<file path="src/rtl/mmio_pkg.sv">
// mmio_pkg: register offsets, STATUS bit layout and default base for mmio_responder | rev 1.0
`default_nettype none

package mmio_pkg;

  localparam logic [17:0] MMIO_BASE_DEFAULT = 18'h3FFFF;

  localparam logic [2:0] MMIO_LED    = 3'd0;
  localparam logic [2:0] MMIO_CNT    = 3'd1;
  localparam logic [2:0] MMIO_CMP    = 3'd2;
  localparam logic [2:0] MMIO_STATUS = 3'd3;
  localparam logic [2:0] MMIO_TXDATA = 3'd4;

  localparam int ST_IRQ     = 0;
  localparam int ST_FULL    = 1;
  localparam int ST_EMPTY   = 2;
  localparam int ST_OVF     = 3;
  localparam int ST_CNT_LSB = 4;

  function automatic logic [31:0] pack_status(input logic irq, input logic full,
                                              input logic empty, input logic ovf,
                                              input logic [4:0] count);
    return {23'b0, count, ovf, empty, full, irq};
  endfunction

endpackage

`default_nettype wire

</file>
<file path="src/rtl/sync_fifo.sv">
// sync_fifo: power-of-two circular buffer with combinational head; a push into a full
// buffer is accepted only when a pop frees a slot in the same cycle | rev 1.0
`default_nettype none

module sync_fifo #(
  parameter int WIDTH = 32,
  parameter int DEPTH = 8
) (
  input  logic                           clk,
  input  logic                           rst,
  input  logic                           push,
  input  logic [WIDTH-1:0]               push_data,
  input  logic                           pop,
  output logic [WIDTH-1:0]               head,
  output logic                           full,
  output logic                           empty,
  output logic [$clog2(DEPTH+1)-1:0]     count
);

  localparam int AW = (DEPTH > 1) ? $clog2(DEPTH) : 1;
  localparam int CW = $clog2(DEPTH + 1);

  logic [WIDTH-1:0] mem [DEPTH];
  logic [AW-1:0]    wr_ptr;
  logic [AW-1:0]    rd_ptr;
  logic             do_push;
  logic             do_pop;

  assign full    = (count == CW'(DEPTH));
  assign empty   = (count == '0);
  assign do_pop  = pop & ~empty;
  assign do_push = push & (~full | do_pop);
  assign head    = mem[rd_ptr];

  // Pointers wrap naturally because DEPTH is a power of two.
  always_ff @(posedge clk or posedge rst) begin
    if (rst) begin
      wr_ptr <= '0;
      rd_ptr <= '0;
      count  <= '0;
      for (int i = 0; i < DEPTH; i++) mem[i] <= '0;
    end else begin
      if (do_push) begin
        mem[wr_ptr] <= push_data;
        wr_ptr      <= wr_ptr + AW'(1);
      end
      if (do_pop) rd_ptr <= rd_ptr + AW'(1);
      case ({do_push, do_pop})
        2'b10:   count <= count + CW'(1);
        2'b01:   count <= count - CW'(1);
        default: count <= count;
      endcase
    end
  end

endmodule

`default_nettype wire

</file>
<file path="src/rtl/mmio_responder.sv">
// mmio_responder: data-bus MMIO slave with LED, cycle counter/compare irq, STATUS and a
// TX FIFO; read data is registered to line up with SRAM q latency | rev 1.0
`default_nettype none

module mmio_responder
  import mmio_pkg::*;
#(
  parameter logic [17:0] MMIO_BASE  = MMIO_BASE_DEFAULT,
  parameter int          FIFO_DEPTH = 8
) (
  input  logic        clk,
  input  logic        rst,
  input  logic [29:0] addr_in,
  input  logic [31:0] data_in,
  input  logic        mem_wren,
  output logic [31:0] rdata,
  output logic        hit_q,
  output logic [31:0] led,
  output logic        irq,
  output logic [31:0] tx_data,
  output logic        tx_valid,
  input  logic        tx_ready
);

  localparam int CW = $clog2(FIFO_DEPTH + 1);

  logic          hit;
  logic [2:0]    off;
  logic          wr;
  logic [31:0]   cnt;
  logic [31:0]   cmp;
  logic          ovf;
  logic [31:0]   rd_mux;
  logic          push;
  logic          pop;
  logic          fifo_full;
  logic          fifo_empty;
  logic [CW-1:0] fifo_count;
  logic          irq_set;
  logic          irq_clr;
  logic          ovf_set;
  logic          ovf_clr;
  logic          unused_addr;

  // Address bits [11:3] are don't-care, so the eight registers alias across the page.
  assign hit         = (addr_in[29:12] == MMIO_BASE);
  assign off         = addr_in[2:0];
  assign wr          = hit & mem_wren;
  assign unused_addr = ^addr_in[11:3];

  assign push     = wr & (off == MMIO_TXDATA);
  assign pop      = tx_valid & tx_ready;
  assign tx_valid = ~fifo_empty;

  assign irq_set = (cnt == cmp);
  assign irq_clr = wr & (off == MMIO_STATUS) & data_in[ST_IRQ];
  assign ovf_set = push & fifo_full & ~pop;
  assign ovf_clr = wr & (off == MMIO_STATUS) & data_in[ST_OVF];

  sync_fifo #(
    .WIDTH (32),
    .DEPTH (FIFO_DEPTH)
  ) u_tx_fifo (
    .clk       (clk),
    .rst       (rst),
    .push      (push),
    .push_data (data_in),
    .pop       (pop),
    .head      (tx_data),
    .full      (fifo_full),
    .empty     (fifo_empty),
    .count     (fifo_count)
  );

  always_comb begin
    rd_mux = '0;
    if (hit) begin
      case (off)
        MMIO_LED:    rd_mux = led;
        MMIO_CNT:    rd_mux = cnt;
        MMIO_CMP:    rd_mux = cmp;
        MMIO_STATUS: rd_mux = pack_status(irq, fifo_full, fifo_empty, ovf, 5'(fifo_count));
        default:     rd_mux = '0;
      endcase
    end
  end

  always_ff @(posedge clk or posedge rst) begin
    if (rst) begin
      rdata <= '0;
      hit_q <= 1'b0;
      led   <= '0;
      cnt   <= '0;
      cmp   <= 32'hFFFF_FFFF;
      irq   <= 1'b0;
      ovf   <= 1'b0;
    end else begin
      rdata <= rd_mux;
      hit_q <= hit;
      if (wr && off == MMIO_LED) led <= data_in;
      if (wr && off == MMIO_CMP) cmp <= data_in;
      cnt <= (wr && off == MMIO_CNT) ? 32'd0 : cnt + 32'd1;
      // A new event outranks a software clear arriving in the same cycle.
      if (irq_set)      irq <= 1'b1;
      else if (irq_clr) irq <= 1'b0;
      if (ovf_set)      ovf <= 1'b1;
      else if (ovf_clr) ovf <= 1'b0;
    end
  end

endmodule

`default_nettype wire

</file>
<file path="config.mk">
export PLATFORM = sky130hd
export DESIGN_NAME = mmio_responder
export DESIGN_NICKNAME = d
export VERILOG_FILES = /design/src/rtl/mmio_pkg.sv /design/src/rtl/sync_fifo.sv /design/src/rtl/mmio_responder.sv
export SDC_FILE = /design/constraint.sdc
export NUM_CORES = 1
export LEC_CHECK = 0
export CAP_MARGIN = 0
export CORE_UTILIZATION = 52
export DETAILED_ROUTE_END_ITERATION = 16
export PLACE_DENSITY_LB_ADDON = 0.2
export SETUP_SLACK_MARGIN = 0.5
export SYNTH_ARGS = -nofsm -noshare
export SYNTH_HDL_FRONTEND = slang
export SYNTH_SLANG_ARGS = --single-unit
</file>
<file path="constraint.sdc">
create_clock -name clk -period 11.8 [get_ports clk]
set_input_delay 1.77 -clock clk [delete_from_list [all_inputs] [get_ports clk]]
set_output_delay 1.77 -clock clk [all_outputs]
set_load 0.02 [all_outputs]
</file>
==> results.sh <==
export IMPL_outcome="complete, no violations"
export IMPL_setup_violations=0
export IMPL_gr_total_overflow=0
export IMPL_place_gp_congestion=0.887
export IMPL_unrepaired_setup_endpoints_after_global_routing="no"
export IMPL_setup_worst_path_start_class="flip-flop"
export IMPL_cts_buffers=41
export IMPL_timing_final_crit_period_ps=5270
export IMPL_synth_seq_cells=397
export IMPL_overall_die_area_um2=36000
export IMPL_syn_area_um2=18300
export IMPL_cts_repair_timing_setup_buffer_count=0
export IMPL_power_static_leakage_uw=0.0103
export IMPL_power_ir_vdd_worst_mv=0.111
export IMPL_synthCells=1275
export IMPL_seqPwrFrac_pct=45.6
export IMPL_post_drt_via_cell_ratio=5.79
export IMPL_cts_sinks=397
export IMPL_ctsLongestPathBuffers=3
export IMPL_detail_route_antenna_nets=0
export IMPL_avgSynthCellArea_um2=14.4
export IMPL_internal_power_consumption_uw=2310
export IMPL_layout_area_overhead_vs_synth_pct=17.7
export IMPL_cts_hold_buf=0
export IMPL_die_w_um=190
export IMPL_ff_latch_area_um2=9980
export IMPL_worst_endpoint_arrival_ps=3500
export IMPL_post_synth_num_cell_types=41
export IMPL_layout_cells_non_filler=1874
export IMPL_hold_class="reg2reg"
export IMPL_switching_share_pct=25.2
export IMPL_cp_data_required_time_ps=10030
export IMPL_detail_route_first_pass_iterations=5
export IMPL_timing_setup_tns_ps=0
export IMPL_multi_input_area_um2=7900
export IMPL_detailedPlacementHpwl_um=25200
export IMPL_crit_fanout=47
export IMPL_insertion_delay_ps=530
export IMPL_power_uw=3090
export IMPL_synth_seq_area_share_pct=54.4
export IMPL_global_route_usage_total_pct=23.7
export IMPL_clkSlewWorstSetupHoldPaths_ps=60
export IMPL_io_pins=165
export IMPL_final_worst_setup_slack_ps=6530
export IMPL_setup_worst_path_class="reg2out"
export IMPL_placeableCoreArea_um2=34600
export IMPL_totalWireLength_um=41100
export IMPL_ys_warnings_count=0
export IMPL_num_fill_cells=2650
export IMPL_initial_antenna_violation_count=2
export IMPL_routed_wire_length_per_instance_um=21.9
export IMPL_max_slew_margin_pct=26.2
export IMPL_cts_resized=0
export IMPL_timing_clock_skew_ps=15.2
export IMPL_place_detailed_instances=1797
export IMPL_placement_rows=68
export IMPL_drc=0
export IMPL_drive_gt1_share_pct=36.8
export IMPL_cts_tree="yes"
export IMPL_reg2regPathDepth=5
export IMPL_postSynthNetCount=1347
export IMPL_htree_num_levels=2
export IMPL_power_per_cell_area_nw_per_um2=143
export IMPL_start_util_pct=52.9
export IMPL_post_route_period_util_pct=44.6
export IMPL_setup_reg_to_reg_worst_slack_ps=9070
export IMPL_maxClockFrequency_mhz=190
export IMPL_place_worst_setup_slack_ps=6830
export IMPL_worstSetupEndpointType="output pin"
export IMPL_grt_first_pass_wirelength_um=65800
export IMPL_num_vias=10900
export IMPL_finalNetCount=1457
export IMPL_hold_violations=0
export IMPL_grt_pass1_vias=11200
export IMPL_clockPowerShare_pct=42.5
export IMPL_port_buffers=155
export IMPL_timing_max_transition_violations_final=0
export IMPL_p_switching_uw=780
export IMPL_power_combinational_fraction_pct=11.9
export IMPL_die_h_um=190
export IMPL_root_buffer="sky130_fd_sc_hd__clkbuf_16"
export IMPL_max_cap_violations=0
export IMPL_grt_start_max_net_pins=168
export IMPL_timing_hold_worst_path_depth=1
export IMPL_drt_iter0_drc=522
export IMPL_timing_worst_slew_pin_value_ps=1100
==> final cells by class <==
| type | instances | area share (%) |
|---|---|---|
| Multi-Input combinational cell | 765 | 36.6 |
| Sequential cell | 397 | 46.3 |
| Clock buffer | 59 | 5.59 |
| Inverter | 4 | 0.0870 |
| Tap cell | 455 | 2.64 |
| Antenna cell | 2 | 0.0232 |
| Clock inverter | 16 | 0.824 |
| Timing Repair Buffer | 176 | 7.96 |
==> per-layer routing <==
layer	wire length, um	GRT usage, %
met1	19000	34.9
met2	19400	37.2
met3	1610	2.90
met4	1030	6.95
met5	0	0
==> cells in the final DEF (no fill, tap or decap), types with 4 or more instances in the layout <==
cell / count
sky130_fd_sc_hd__a21oi_1: 25
sky130_fd_sc_hd__and3_1: 9
sky130_fd_sc_hd__buf_4: 20
sky130_fd_sc_hd__clkbuf_1: 9
sky130_fd_sc_hd__clkbuf_16: 43
sky130_fd_sc_hd__clkbuf_8: 7
sky130_fd_sc_hd__clkdlybuf4s50_1: 154
sky130_fd_sc_hd__clkinv_2: 6
sky130_fd_sc_hd__clkinvlp_4: 4
sky130_fd_sc_hd__dfrtp_1: 363
sky130_fd_sc_hd__dfstp_2: 32
sky130_fd_sc_hd__ha_1: 6
sky130_fd_sc_hd__mux2_1: 39
sky130_fd_sc_hd__mux2_2: 285
sky130_fd_sc_hd__mux2_4: 30
sky130_fd_sc_hd__mux2i_1: 25
sky130_fd_sc_hd__mux4_2: 71
sky130_fd_sc_hd__nand2_1: 20
sky130_fd_sc_hd__nand3_1: 17
sky130_fd_sc_hd__nand4_1: 21
sky130_fd_sc_hd__nor2_1: 91
sky130_fd_sc_hd__nor2b_1: 4
sky130_fd_sc_hd__nor3_1: 6
sky130_fd_sc_hd__nor3_4: 4
sky130_fd_sc_hd__nor4_1: 14
sky130_fd_sc_hd__xnor2_1: 11
sky130_fd_sc_hd__xor2_1: 61
==> cells in the mapped netlist <==
master | n | share of area [%]
sky130_fd_sc_hd__and3_1 | 9 | 0.31
sky130_fd_sc_hd__a311oi_1 | 1 | 0.048
sky130_fd_sc_hd__nand3b_1 | 2 | 0.082
sky130_fd_sc_hd__o41ai_1 | 1 | 0.048
sky130_fd_sc_hd__mux2_4 | 30 | 2.5
sky130_fd_sc_hd__nand4bb_4 | 1 | 0.15
sky130_fd_sc_hd__nor4_1 | 14 | 0.48
sky130_fd_sc_hd__ha_1 | 6 | 0.41
sky130_fd_sc_hd__xnor2_1 | 11 | 0.53
sky130_fd_sc_hd__nand2_1 | 20 | 0.41
sky130_fd_sc_hd__nor2b_1 | 4 | 0.14
sky130_fd_sc_hd__buf_6 | 3 | 0.18
sky130_fd_sc_hd__mux2i_1 | 25 | 1.4
sky130_fd_sc_hd__nor3b_1 | 1 | 0.041
sky130_fd_sc_hd__nand2b_1 | 3 | 0.10
sky130_fd_sc_hd__or4_1 | 1 | 0.041
sky130_fd_sc_hd__buf_1 | 37 | 0.76
sky130_fd_sc_hd__nor3_2 | 4 | 0.22
sky130_fd_sc_hd__a211oi_1 | 1 | 0.041
sky130_fd_sc_hd__mux2_2 | 285 | 18
sky130_fd_sc_hd__buf_2 | 30 | 0.82
sky130_fd_sc_hd__nand3_2 | 1 | 0.055
sky130_fd_sc_hd__nand4_1 | 21 | 0.72
sky130_fd_sc_hd__nor3_4 | 1 | 0.089
sky130_fd_sc_hd__o21ai_0 | 3 | 0.082
sky130_fd_sc_hd__buf_4 | 3 | 0.12
sky130_fd_sc_hd__nand3_1 | 17 | 0.46
sky130_fd_sc_hd__and2_1 | 2 | 0.068
sky130_fd_sc_hd__dfstp_2 | 32 | 4.6
sky130_fd_sc_hd__o31ai_1 | 1 | 0.041
sky130_fd_sc_hd__nor3_1 | 6 | 0.16
sky130_fd_sc_hd__or3_1 | 2 | 0.068
sky130_fd_sc_hd__a222oi_1 | 1 | 0.055
sky130_fd_sc_hd__a21oi_1 | 25 | 0.68
sky130_fd_sc_hd__nor2_1 | 95 | 1.9
sky130_fd_sc_hd__clkbuf_1 | 36 | 0.74
sky130_fd_sc_hd__xor2_1 | 61 | 2.9
sky130_fd_sc_hd__mux2_1 | 39 | 2.4
sky130_fd_sc_hd__inv_1 | 4 | 0.082
sky130_fd_sc_hd__mux4_2 | 71 | 8.7
sky130_fd_sc_hd__dfrtp_1 | 365 | 50
==> power by group through the flow <==
stage | clock network [uW] | registers [uW] | logic [uW]
floorplan | 0 | 1410 | 292
global placement | 0 | 1430 | 374
detailed placement | 0 | 1430 | 378
CTS | 1340 | 1410 | 378
global route | 1400 | 1410 | 400
finish | 1310 | 1410 | 368
==> flip-flops by register name (all words and copies together) (netlist names) <==
name	cells
u_tx_fifo.mem	256
irq	1
led	32
rdata	32
u_tx_fifo.rd_ptr	3
ovf	1
hit_q	1
u_tx_fifo.count	4
cnt	32
u_tx_fifo.wr_ptr	3
cmp	32
==> cell families (layout without fill, tap and decap cells) <==
group,after synthesis,after routing,share of synthesized area [%]
multiplexers,450,450,32.5
flip-flops,397,397,54.4
AND/OR/NAND/NOR,204,204,5.54
buffers and inverters,113,255,2.70
XOR/XNOR,72,72,3.44
AO/OA/AOI/OAI,33,33,0.997
adder cells (fa/ha/maj),6,6,0.410
other,0,2,0
==> worst max-delay path, cell delays in order, from the launching register on <==
cell                              delay (ps)
sky130_fd_sc_hd__dfrtp_4                 670
sky130_fd_sc_hd__buf_4                   810
sky130_fd_sc_hd__mux4_2                  590
sky130_fd_sc_hd__mux2_2                  330
sky130_fd_sc_hd__clkdlybuf4s50_1         560
==> worst paths after layout <==
kind / start / endpoint
setup / recovery: u_tx_fifo.rd_ptr[0]$_DFFE_PP0P_ / tx_data[11]
hold / removal: u_tx_fifo.mem[195]$_DFFE_PP0P_ / u_tx_fifo.mem[195]$_DFFE_PP0P_
setup reg to reg: u_tx_fifo.count[1]$_DFFE_PP0P_ / u_tx_fifo.mem[189]$_DFFE_PP0P_
hold reg to reg: u_tx_fifo.mem[195]$_DFFE_PP0P_ / u_tx_fifo.mem[195]$_DFFE_PP0P_
max in group asynchronous: rst / u_tx_fifo.rd_ptr[0]$_DFFE_PP0P_
min in group asynchronous: rst / led[7]$_DFFE_PP0P_
==> per-stage QoR <==
| stage | hold slack, ps | instance area (um2) | util [%] |
|---|---|---|---|
| after CTS | 487 | 21600 | 62.3 |
| after detailed placement | 474 | 20200 | 58.3 |
| after global routing | 503 | 21600 | 62.3 |
| after global placement | 464 | 20200 | 58.3 |
| final | 485 | 21600 | 62.3 |
| after floorplan | 453 | 18300 | - |
Note: power is estimated with default switching activity, not from simulation.
